==> config.mk <==
export PLATFORM = sky130hd
export DESIGN_NAME = bram_log_reader
export DESIGN_NICKNAME = d
export VERILOG_FILES = /design/src/rtl/bram_log_reader.sv
export SDC_FILE = /design/constraint.sdc
export NUM_CORES = 1
export LEC_CHECK = 0
export ABC_CLOCK_PERIOD_IN_PS = 9600
export BUFFER_PORTS_ARGS = -buffer_cell sky130_fd_sc_hd__buf_2
export CAP_MARGIN = 20
export CORE_MARGIN = 5
export CORE_UTILIZATION = 55
export DETAILED_ROUTE_END_ITERATION = 8
export MAX_ROUTING_LAYER = met4
export PLACE_DENSITY = 0.82
export REMOVE_ABC_BUFFERS = 1
export SYNTH_ARGS = -nofsm -noshare
export SYNTH_HDL_FRONTEND = slang
export SYNTH_SLANG_ARGS = --single-unit
export TNS_END_PERCENT = 20
==> constraint.sdc <==
create_clock -name Clk_CI -period 9.6 [get_ports Clk_CI]
set_input_delay 1.92 -clock Clk_CI [delete_from_list [all_inputs] [get_ports Clk_CI]]
set_output_delay 1.92 -clock Clk_CI [all_outputs]
set_load 0.05 [all_outputs]
==> src/rtl/bram_log_reader.sv <==
// bram_log_reader: streams N logged AXI transaction entries out of a
// read-only BRAM (1-cycle read latency) through a 2-deep output FIFO with a
// valid/ready handshake. A read still in flight is presented directly at the
// FIFO head while the FIFO is empty, so the first beat appears two cycles
// after Start and a steady Ready gives one entry per cycle.
module bram_log_reader #(
  parameter int unsigned  AXI_ADDR_BITW     = 32,
  parameter int unsigned  AXI_ID_BITW       = 8,
  parameter int unsigned  AXI_LEN_BITW      = 8,
  parameter int unsigned  TIMESTAMP_BITW    = 32,
  parameter int unsigned  LOGGING_DATA_BITW = 96,
  parameter int unsigned  NUM_SER_BRAMS     = 12,
  localparam int unsigned ENTRY_MAX         = 1024 * NUM_SER_BRAMS,
  localparam int unsigned CNT_BITW          = $clog2(ENTRY_MAX)
) (
  input  logic                         Clk_CI,
  input  logic                         Rst_RBI,
  input  logic                         Start_SI,
  input  logic [CNT_BITW:0]            NumEntries_DI,
  input  logic                         Abort_SI,
  output logic                         Busy_SO,
  output logic                         Done_SO,
  output logic                         BramEn_SO,
  output logic [CNT_BITW-1:0]          BramAddr_DO,
  input  logic [LOGGING_DATA_BITW-1:0] BramRd_DI,
  output logic                         Valid_SO,
  input  logic                         Ready_SI,
  output logic [TIMESTAMP_BITW-1:0]    Timestamp_DO,
  output logic [AXI_ADDR_BITW-1:0]     AxiAddr_DO,
  output logic [AXI_ID_BITW-1:0]       AxiId_DO,
  output logic [AXI_LEN_BITW-1:0]      AxiLen_DO,
  output logic                         Last_SO
);

  localparam int unsigned NW = CNT_BITW + 1;

  typedef enum logic [1:0] {
    IDLE = 2'd0,
    READ = 2'd1,
    DONE = 2'd2
  } state_t;

  state_t                       state_q, state_d;
  logic [NW-1:0]                n_q, issue_q, pop_q;
  logic [NW-1:0]                n_clamp;
  logic                         pend_q;
  logic [1:0]                   fifo_cnt_q, fifo_cnt_d;
  logic                         fifo_rd_q;
  logic [LOGGING_DATA_BITW-1:0] fifo_mem [2];

  logic                         start_acc;
  logic                         head_valid;
  logic [LOGGING_DATA_BITW-1:0] head;
  logic                         pop;
  logic                         last_pop;
  logic                         issue;
  logic [2:0]                   occ;
  logic                         fifo_wr;
  logic                         fifo_adv;
  logic                         wr_idx;
  logic                         unused_bits;

  // Datapath control: clamp, head select, handshake, read-issue throttle
  always_comb begin
    n_clamp    = (NumEntries_DI > NW'(ENTRY_MAX)) ? NW'(ENTRY_MAX) : NumEntries_DI;
    start_acc  = (state_q == IDLE) && Start_SI && !Abort_SI;
    head_valid = (state_q == READ) && ((fifo_cnt_q != 2'd0) || pend_q);
    head       = (fifo_cnt_q != 2'd0) ? fifo_mem[fifo_rd_q] : BramRd_DI;
    pop        = head_valid && Ready_SI;
    last_pop   = pop && (pop_q == (n_q - NW'(1)));
    // Entries held plus in flight, minus the one leaving, must leave room
    occ        = 3'(fifo_cnt_q) + 3'(pend_q) - 3'(pop);
    issue      = (state_q == READ) && !Abort_SI && (issue_q < n_q) && (occ < 3'd2);
    // A returning read goes into the FIFO unless it is consumed straight away
    fifo_wr    = pend_q && !(pop && (fifo_cnt_q == 2'd0));
    fifo_adv   = pop && (fifo_cnt_q != 2'd0);
    wr_idx     = fifo_rd_q ^ fifo_cnt_q[0];
    fifo_cnt_d = fifo_cnt_q + 2'(fifo_wr) - 2'(fifo_adv);
  end

  assign unused_bits = ^head;

  // FSM state register
  always_ff @(posedge Clk_CI or negedge Rst_RBI) begin
    if (!Rst_RBI) begin
      state_q <= IDLE;
    end else begin
      state_q <= state_d;
    end
  end

  // FSM next-state logic
  always_comb begin
    state_d = state_q;
    case (state_q)
      IDLE: begin
        if (start_acc) begin
          state_d = (n_clamp == '0) ? DONE : READ;
        end
      end
      READ: begin
        if (Abort_SI) begin
          state_d = IDLE;
        end else if (last_pop) begin
          state_d = DONE;
        end
      end
      DONE:    state_d = IDLE;
      default: state_d = IDLE;
    endcase
  end

  // FSM outputs: status, BRAM port and decoded FIFO head
  always_comb begin
    Busy_SO      = (state_q != IDLE);
    Done_SO      = (state_q == DONE) && !Abort_SI;
    BramEn_SO    = issue;
    BramAddr_DO  = issue ? issue_q[CNT_BITW-1:0] : '0;
    Valid_SO     = head_valid;
    Last_SO      = head_valid && (pop_q == (n_q - NW'(1)));
    Timestamp_DO = '0;
    AxiAddr_DO   = '0;
    AxiId_DO     = '0;
    AxiLen_DO    = '0;
    if (head_valid) begin
      Timestamp_DO = head[0 +: TIMESTAMP_BITW];
      AxiAddr_DO   = head[32 +: AXI_ADDR_BITW];
      AxiId_DO     = head[64 +: AXI_ID_BITW];
      AxiLen_DO    = head[64 + AXI_ID_BITW +: AXI_LEN_BITW];
    end
  end

  // Counters, in-flight flag and FIFO pointers; abort or leaving READ flushes
  always_ff @(posedge Clk_CI or negedge Rst_RBI) begin
    if (!Rst_RBI) begin
      n_q        <= '0;
      issue_q    <= '0;
      pop_q      <= '0;
      pend_q     <= 1'b0;
      fifo_cnt_q <= 2'd0;
      fifo_rd_q  <= 1'b0;
    end else begin
      pend_q <= issue;
      if (start_acc) begin
        n_q        <= n_clamp;
        issue_q    <= '0;
        pop_q      <= '0;
        fifo_cnt_q <= 2'd0;
        fifo_rd_q  <= 1'b0;
      end else if ((state_q != READ) || Abort_SI) begin
        fifo_cnt_q <= 2'd0;
        fifo_rd_q  <= 1'b0;
      end else begin
        issue_q    <= issue_q + NW'(issue);
        pop_q      <= pop_q + NW'(pop);
        fifo_cnt_q <= fifo_cnt_d;
        if (fifo_adv) begin
          fifo_rd_q <= ~fifo_rd_q;
        end
      end
    end
  end

  // FIFO storage; contents are only observed while the count says valid
  always_ff @(posedge Clk_CI) begin
    if (fifo_wr) begin
      fifo_mem[wr_idx] <= BramRd_DI;
    end
  end

endmodule

## After elaboration in Yosys (flattened, before gate mapping)

Memory sizes are Yosys's and may differ from the RTL's.
Index checks and enable logic that the tools add are counted.

| cells by class | value |
|---|---|
| bitwise gates (word level) | 2 |
| magnitude comparators | 3 |
| multiplexer cells | 23 |
| add/subtract/negate cells | 7 |
| reduce and logical (&&, ||, !) cells | 24 |
| equal/unequal tests | 7 |

Operator list:

| kind | number |
|---|---|
| $mux W80 | 1 |
| $mux W15 | 5 |
| $mux W32 | 2 |
| $add A15 B1 Y15 | 2 |
| $mux W8 | 2 |
| $eq A15 B15 Y1 | 1 |
| $gt A15 B14 Y1 const B | 1 |
| $logic_not A15 Y1 | 1 |
| $lt A15 B15 Y1 | 1 |
| $sub A15 B1 Y15 const B | 1 |
| $mux W14 | 1 |
| $logic_and A1 B1 Y1 | 13 |
| $mux W2 | 6 |
| $mux W1 | 5 |
| $logic_not A2 Y1 | 2 |
| $ne A2 B2 Y1 const B | 2 |
| $pmux W2 S2 | 1 |
| $reduce_bool A2 Y1 | 2 |
| $add A2 B1 Y3 | 1 |
| $lt A3 B2 Y1 const B | 1 |
| $ne A3 B3 Y1 const B | 1 |
| $reduce_bool A3 Y1 | 1 |
| $sub A3 B1 Y3 | 1 |
| $add A2 B1 Y2 | 1 |
| other kinds (9) | 11 |

| storage, ports and cells | value |
|---|---|
| bits in registers | 51 |
| memories kept | 1 |
| bits in writable memories | 192 |

Memories:

| memory | words | bits a word | read ports | clocked after Yosys merged registers in | write ports | line | RTL |
|---|---|---|---|---|---|---|---|
| fifo_mem | 2 | 96 | 1 | 0 | 1 | 49 | `logic [LOGGING_DATA_BITW-1:0] fifo_mem [2];` |

## Logic depth before layout (Yosys ltp)

Gate-level depths: netlist of run 1.

| logic depth | value |
|---|---|
| depth in word-level cells | 11 |
| gate-level depth with buffers | 19 |
| depth with buffers taken out | 17 |

## Worst setup path before layout of run 1

OpenSTA, ideal clock, no wires.

| path | value |
|---|---|
| kind | input port to flip-flop |
| from | input Ready_SI |
| to | memory fifo_mem[0][0] (enable) |
| buffers on the path | 0 |
| setup time | 0.641 ns |
| arrival | 7.874 ns |
| stages on the path | 3 |
| path slack | 1.086 ns |
| data required time | 8.959 ns |
| cell sequence | nand2_1 o21ai_0 a21boi_0 |

| between the ends | value |
|---|---|
| longest elaborated chain between the ends | 6 |

RTL lines:

| what | line | RTL |
|---|---|---|
| from (decl) | 27 | `input logic Ready_SI,` |
| $logic_and A1 B1 Y1 | 69 | `pop = head_valid && Ready_SI;` |
| $logic_and A1 B1 Y1 | 75 | `fifo_wr = pend_q && !(pop && (fifo_cnt_q == 2'd0));` |
| $logic_not A1 Y1 | 75 |  |
| $logic_and A1 B1 Y1 | 75 |  |
| $mux W1 | 166 | `if (fifo_wr) begin` |
| $mux W1 (implied by the code) | 167 | `fifo_mem[wr_idx] <= BramRd_DI;` |
| to (decl) | 49 |  |

No other way between the ends.

## Worst setup path after layout of run 1

| path | value |
|---|---|
| from | input Ready_SI |
| to | output BramAddr_DO[0] |

| between the ends | value |
|---|---|
| longest elaborated chain between the ends | 5 |

RTL lines:

| what | line | RTL |
|---|---|---|
| $logic_and A1 B1 Y1 | 69 |  |
| $sub A3 B1 Y3 | 72 | `occ = 3'(fifo_cnt_q) + 3'(pend_q) - 3'(pop);` |
| $lt A3 B2 Y1 | 73 | `issue = (state_q == READ) && !Abort_SI && (issue_q < n_q) && (occ < 3'd2);` |
| $logic_and A1 B1 Y1 | 73 |  |
| $mux W14 | 118 | `BramAddr_DO = issue ? issue_q[CNT_BITW-1:0] : '0;` |
| to (decl) | 24 | `output logic [CNT_BITW-1:0] BramAddr_DO,` |

No other way between the ends.

==> impl_metrics.ini, run 1 <==
[die]
fp-row-count = 49
initial_utilization_pct = 55.9
io_pins = 215
die_area_sq_um = 21100
dieHeight_microns = 145
die-width_microns = 145
coreArea_sq_um = 18000

[min_path]
hold_path.class = flop to flop

[critical_path]
worstPathArrival_ns = 4.96
endpoint_kind = primary output
path_buf_inv = 2
startpoint_type = primary input
critPathKind = primary input to primary output
worstPathRequired_ns = 7.68
crit_path_max_fanout = 16
crit_path_cell_trace = buf_2 > nand2_1 > nor2_1 > o21ai_0 > fa_1 > xnor2_1 > nand4b_1 > a21oi_1 > o211ai_1 > a21oi_1 > ha_1 > buf_2
crit_path_max_incr_delay_ns = 0.72
crit_family = compound AO/OA/AOI/OAI gates
critPathSlowestCell = a21oi_1

[synthesis]
synth.distinct_cells = 53
synth.avg_cell_area_sq_um = 12.2
synth_top_area_share_pct = 47.8
yosys-top-cells-area = edfxtp_1 (48%), dfrtp_1 (13%), mux2i_1 (8.1%), a211oi_1 (6.3%), nor2_1 (4.2%)
async_flop_share_pct = 24.2
netlist_area_sq_um = 10000
ys_seq_area_share_pct = 60.5
synthFlopType = edfxtp_1
synthTopCellsByCount = edfxtp_1 (160), nor2_1 (113), a211oi_1 (84)
synth_top_area_cell = edfxtp_1
yosys_warnings = 0
synth-edff-count = 160
yosysMostFrequentCell = edfxtp_1
synthCells = 825
synth_seq_cells = 211

[global_routing]
grt_antenna_before_repair = 1
grt_max_degree = 103
grt_pass1_wl_microns = 37000
grt_usage_pct = 21.8
grt_pass1_vias = 7027
gr-total-overflow = 0
met1_usage_pct = 28.6
grtUsageMet3_pct = 4.18
met2_usage_pct = 35.0
grt.busiest_layer = met2

[sta]
fin_crit_sh_pct = 71.7
slew_headroom_pct = 28.3
layout_setup_ws_ns = 2.72
fin_skew_ns = 0.0113
worstMarginPinSlew_ns = 1.08
period_needed_ns = 6.88
rsz0062_at_grt = no
hold_violations = 0
fmax_mhz = 145
setup_viol = 0
maxSlewViolCount = 0

[clock_network]
clk_pin_slew_worst_paths_ns = 0.06
post_cts_resized = 0
post_cts_buffers = 0
cts_hold_buf = 0
htreeDepth = 1
root_buffer = clkbuf_16
cts_tree = built
clock_tree.buffer_depth = 3
clk_latency_ns = 0.50
cts.sinks = 211
cts_inserted_buffers = 22

[place]
dp_slack_ns = 2.77
dp_hpwl_microns = 15600
gp_congestion = 0.880
io_buffers = 198

[layout]
utilization_pct = 66.7
area_delta_synth_final_pct = 19.2
fin_nets = 1148
nFillCells = 1323
drive_above_1_share_pct = 24.6

[drt]
first_pass_iters = 5
drc_errors = 0
vias = 7305
routed_wl_microns = 23400
drt-wirelength-per-cell_microns = 18.6
drtIter0Drc = 439
via_per_inst = 5.83
postRouteAntennaNets = 0

[power]
power_w = 0.00215
peakVddDrop_uv = 125
powerDensity_nw_per_um2 = 179
leakage_nw = 4.76

[outcome]
status = completed

[run]
max-cap-violations = 0
[report_power, final]
group | total, W | internal (W) | switching (W)
clock network | 0.000848 | 0.000511 | 0.000337
registers | 0.00104 | 0.00102 | 0.0000224
logic | 0.000257 | 0.0000853 | 0.000172
[worst reg2reg max path, delay by kind of cell (launching register included)]
| kind | cells | cell delay (ns) |
|---|---|---|
| buffers and inverters | 1 | 0.08 |
| adder cells (fa/ha/maj) | 3 | 1.15 |
| XOR/XNOR | 1 | 0.15 |
| AO/OA/AOI/OAI | 5 | 1.21 |
| AND/OR/NAND/NOR | 7 | 1.63 |
| flip-flops | 1 | 0.47 |
[layer usage]
metal	part of all wire [%]	vias up
li1	-	3453
met1	42	3515
met2	48	290
met3	7.9	47
met4	2.6	0
met5	0	-
[cell type report]
| class | instances | area [sq um] | share of cell area (%) |
|---|---|---|---|
| Sequential cell | 211 | 6080 | 50.8 |
| Multi-Input combinational cell | 546 | 3740 | 31.2 |
| Timing Repair Buffer | 207 | 1060 | 8.82 |
| Clock buffer | 27 | 579 | 4.84 |
| Tap cell | 229 | 287 | 2.39 |
| Clock inverter | 11 | 149 | 1.24 |
| Inverter | 21 | 78.8 | 0.658 |
| Antenna cell | 1 | 2.50 | 0.0209 |
[path summary, 6_finish.rpt]
path                                         start                      end  slack (ns)  cells after the start
max                                       Ready_SI           BramAddr_DO[0]        2.72                     12
min in group asynchronous                  Rst_RBI   issue_q[0]$_DFFE_PN0P_        1.52                      2
min                            n_q[14]$_DFFE_PN0P_      n_q[14]$_DFFE_PN0P_        0.56                      2
min reg2reg                    n_q[14]$_DFFE_PN0P_      n_q[14]$_DFFE_PN0P_        0.56                      2
max reg2reg                fifo_cnt_q[1]$_DFF_PN0_  issue_q[14]$_DFFE_PN0P_        4.85                     17
max in group asynchronous                  Rst_RBI    fifo_rd_q$_DFFE_PN0P_        7.56                      2
[per-stage QoR]
step / cell area [sq um] / TNS, ns / cells / hold WS (ns)
finish: 12000 / 0 / 1253 / 0.564
global route: 12000 / 0 / 1253 / 0.581
CTS: 12000 / 0 / 1251 / 0.562
detailed placement: 11200 / 0 / 1213 / 0.553
global placement: 11200 / 0 / 1213 / 0.534
floorplan: 9860 / -251.18 / 778 / 0.509
[sequential cells by signal, indices dropped and copies added (netlist names)]
signal	cells
pend_q	1
state_q	2
fifo_rd_q	1
issue_q	15
n_q	15
pop_q	15
fifo_mem	160
fifo_cnt_q	2
[placed cells by master (no fill, tap or decap), types with 3 or more instances in the layout]
cell | synthesis | routed
buf_2 | 0 | 199
edfxtp_1 | 160 | 160
nor2_1 | 113 | 113
a211oi_1 | 84 | 84
mux2i_1 | 81 | 81
dfrtp_1 | 51 | 50
nand2_1 | 45 | 45
xor2_1 | 27 | 27
o21ai_0 | 26 | 26
ha_1 | 22 | 22
clkbuf_16 | 0 | 22
inv_1 | 21 | 21
and2_1 | 16 | 15
a21oi_1 | 15 | 15
nand4_1 | 14 | 14
xnor2_1 | 14 | 14
nand3_1 | 10 | 10
nor4_1 | 8 | 8
buf_4 | 0 | 8
and3_1 | 7 | 7
a21o_1 | 6 | 6
nand2b_1 | 5 | 5
nor3_1 | 5 | 5
or3_1 | 5 | 5
nor2b_1 | 4 | 4
clkbuf_1 | 40 | 4
o211ai_1 | 3 | 3
bufinv_16 | 0 | 3
[logic make-up after synthesis]
kind of cell	Yosys count	synth area share [%]
xor gates and xnor gates	41	3.57
DFF	211	60.5
and+or+nand+nor	248	11.7
adders and majority gates	23	2.94
AOI/OAI and AO/OA	153	10.6
muxes	81	8.07
buffers and inverters	68	2.61
(Power assumes the default switching activity.)
==> run 2: changes to the inputs <==
--- a/config.mk
+++ b/config.mk
@@ -5,7 +5,7 @@
 export SDC_FILE = /design/constraint.sdc
 export NUM_CORES = 1
 export LEC_CHECK = 0
-export ABC_CLOCK_PERIOD_IN_PS = 9600
+export ABC_CLOCK_PERIOD_IN_PS = 7200
 export BUFFER_PORTS_ARGS = -buffer_cell sky130_fd_sc_hd__buf_2
 export CAP_MARGIN = 20
 export CORE_MARGIN = 5
==> constraint.sdc (replaced) <==
create_clock -name Clk_CI -period 7.2 [get_ports Clk_CI]
set_input_delay 1.44 -clock Clk_CI [delete_from_list [all_inputs] [get_ports Clk_CI]]
set_output_delay 1.44 -clock Clk_CI [all_outputs]
set_load 0.05 [all_outputs]
==> run 2 against run 1 <==
  * Register-to-register slack lost 2.6 ns
  * Worst hold slack lost 0.015 ns
  * Clock power grew 37%
  * Combinational power grew 33%
  * Final cell count grew 0.32%
  * Critical path type is now flop to primary output
  * First-iteration DRC count shrank 4.8%
  * Utilization grew 0.28 points
  * Sequential cell count is the same
  * Final area grew 0.42%
  * Die area is the same
==> impl_metrics.ini, run 2 (same netlist as run 1, synthesis figures left out) <==
[sta]
hold_violations = 0
final.setup.tns_ns = 0
period_needed_ns = 6.30
fin_crit_sh_pct = 87.5
slew_headroom_pct = 29.4
rsz0062_at_grt = no
fin_skew_ns = 0.0153
maxSlewViolCount = 0
setup_viol = 0
fmax_mhz = 159
worstMarginPinSlew_ns = 1.06

[power]
switchingPower_w = 0.000695
powerDensity_nw_per_um2 = 241
switching_share_pct = 24.0
p_comb_share_pct = 11.8
p_clk_share_pct = 40.2
leakage_nw = 4.78
peakVddDrop_uv = 176
seq_power_share_pct = 48.0
power_w = 0.00290
p_int_w = 0.00220

[critical_path]
cp_common_cell = a21oi_1
crit_path_max_incr_delay_ns = 0.76
worstPathRequired_ns = 5.76
rr_startpoint = fifo_cnt_q[1]$_DFF_PN0_
r2r-end = issue_q[14]$_DFFE_PN0P_
rrSetupSlack_ns = 2.28
ff2ff_path_depth = 17
crit_path_max_fanout = 82
path_buf_inv = 2
crit_family = simple AND/OR/NAND/NOR gates
critPathSlowestCell = or2_4
worstPathArrival_ns = 4.86
critPathKind = flop to primary output
crit_path_cell_trace = or2_4 > o21ai_4 > inv_1 > nand2_1 > nor2_1 > o21ai_0 > fa_1 > xnor2_1 > nand4b_1 > a21oi_1 > o211ai_1 > a21oi_1 > ha_1 > buf_2
endpoint_kind = primary output
startpoint_type = flop

[die]
die_area_sq_um = 21100
io_pins = 215
initial_utilization_pct = 55.9
dieHeight_microns = 145
coreArea_sq_um = 18000
die-width_microns = 145
fp-row-count = 49

[layout]
largest_reg_flops = 160
area_delta_synth_final_pct = 19.7
top_register = fifo_mem
fin_nets = 1149
drive_above_1_share_pct = 24.4
final_cell_mix = buf_2 (198), edfxtp_1 (160), nor2_1 (113), a211oi_1 (84), mux2i_1 (81)
final_common_cell = buf_2

[drt]
via_per_inst = 5.77
vias = 7254
routed_wl_microns = 22900
drc_errors = 0
postRouteAntennaNets = 0
drt-wirelength-per-cell_microns = 18.2
drtIter0Drc = 418
first_pass_iters = 5

[clock_network]
cts_tree = built
post_cts_resized = 0
cts_inserted_buffers = 23
clock_tree.buffer_depth = 3
htreeDepth = 1
clk_pin_slew_worst_paths_ns = 0.06
root_buffer = clkbuf_16
cts.sinks = 211
clk_latency_ns = 0.49
cts_hold_buf = 0
post_cts_buffers = 0

[min_path]
hp-start = n_q[14]$_DFFE_PN0P_
hold_end = n_q[14]$_DFFE_PN0P_
hold_path.class = flop to flop
whs_path_depth = 2

[global_routing]
grt_pass1_vias = 7060
grt_antenna_before_repair = 2
gr-total-overflow = 0
grt_usage_pct = 21.6
grt_max_degree = 83
grt_pass1_wl_microns = 36900

[outcome]
status = completed

[place]
io_buffers = 198
dp_hpwl_microns = 15300
gp_congestion = 0.908

[run]
max-cap-violations = 0
run 2: through the flow:
stage	cell area, sq um	worst slack (ns)	hold slack, ns	instances	util [%]
2_1_floorplan	9860	-5.30	0.509	778	-
3_3_place_gp	11200	1.43	0.535	1212	62.5
3_5_place_dp	11200	1.33	0.544	1212	62.5
4_1_cts	12000	0.900	0.554	1253	66.7
5_1_grt	12000	0.448	0.582	1257	66.9
6_report	12000	0.902	0.549	1257	66.9
run 2: worst max path at each step:
stage | startpoint | endpoint | slack, ns | cells after the start
6_report | fifo_cnt_q[1]$_DFF_PN0_ | BramAddr_DO[0] | 0.90 | 14
5_1_grt | fifo_cnt_q[1]$_DFF_PN0_ | BramAddr_DO[0] | 0.45 | 14
4_1_cts | fifo_cnt_q[1]$_DFF_PN0_ | BramAddr_DO[0] | 0.90 | 14
3_5_place_dp | Ready_SI | BramAddr_DO[0] | 1.33 | 12
3_3_place_gp | Ready_SI | BramAddr_DO[0] | 1.43 | 12
2_1_floorplan | fifo_cnt_q[0]$_DFF_PN0_ | fifo_mem[0][0]$_DFFE_PP_ | -5.30 | 6
run 2: worst register-to-register path, cell delays in order, from the launching register on:
cell	delay (ns)
dfrtp_1	0.49
or2_4	0.76
o21ai_4	0.08
inv_1	0.09
nand2_1	0.16
nor2_1	0.20
o21ai_0	0.14
fa_1	0.40
xnor2_1	0.14
nand4b_1	0.12
a21oi_1	0.13
o211ai_1	0.11
a21oi_1	0.71
ha_1	0.50
ha_1	0.26
nand2_1	0.08
or4_1	0.41
nand2_1	0.07
run 2: per-layer routing:
| metal | GRT usage, % | share of wire, % | up-vias |
|---|---|---|---|
| met2 | 35.7 | 49 | 281 |
| met4 | 5.22 | 2.1 | 0 |
| met1 | 28.1 | 41 | 3482 |
| met3 | 3.90 | 7.4 | 44 |
| met5 | - | 0 | - |
| li1 | - | - | 3447 |
run 2: area by class of cell:
| class | instances | area (sq um) |
|---|---|---|
| Tap cell | 229 | 287 |
| Antenna cell | 2 | 5.00 |
| Fill cell | 1310 | 5940 |
| Multi-Input combinational cell | 546 | 3740 |
| Timing Repair Buffer | 207 | 1080 |
| Sequential cell | 211 | 6080 |
| Clock buffer | 29 | 598 |
| Inverter | 21 | 78.8 |
| Clock inverter | 12 | 158 |
run 2: power groups by stage:
stage	registers (W)	clock network (W)	logic, W
3_3_place_gp	0.00141	0	0.000330
6_report	0.00139	0.00116	0.000342
3_5_place_dp	0.00142	0	0.000338
5_1_grt	0.00140	0.00124	0.000373
4_1_cts	0.00139	0.00119	0.000342
2_1_floorplan	0.00142	0	0.000226
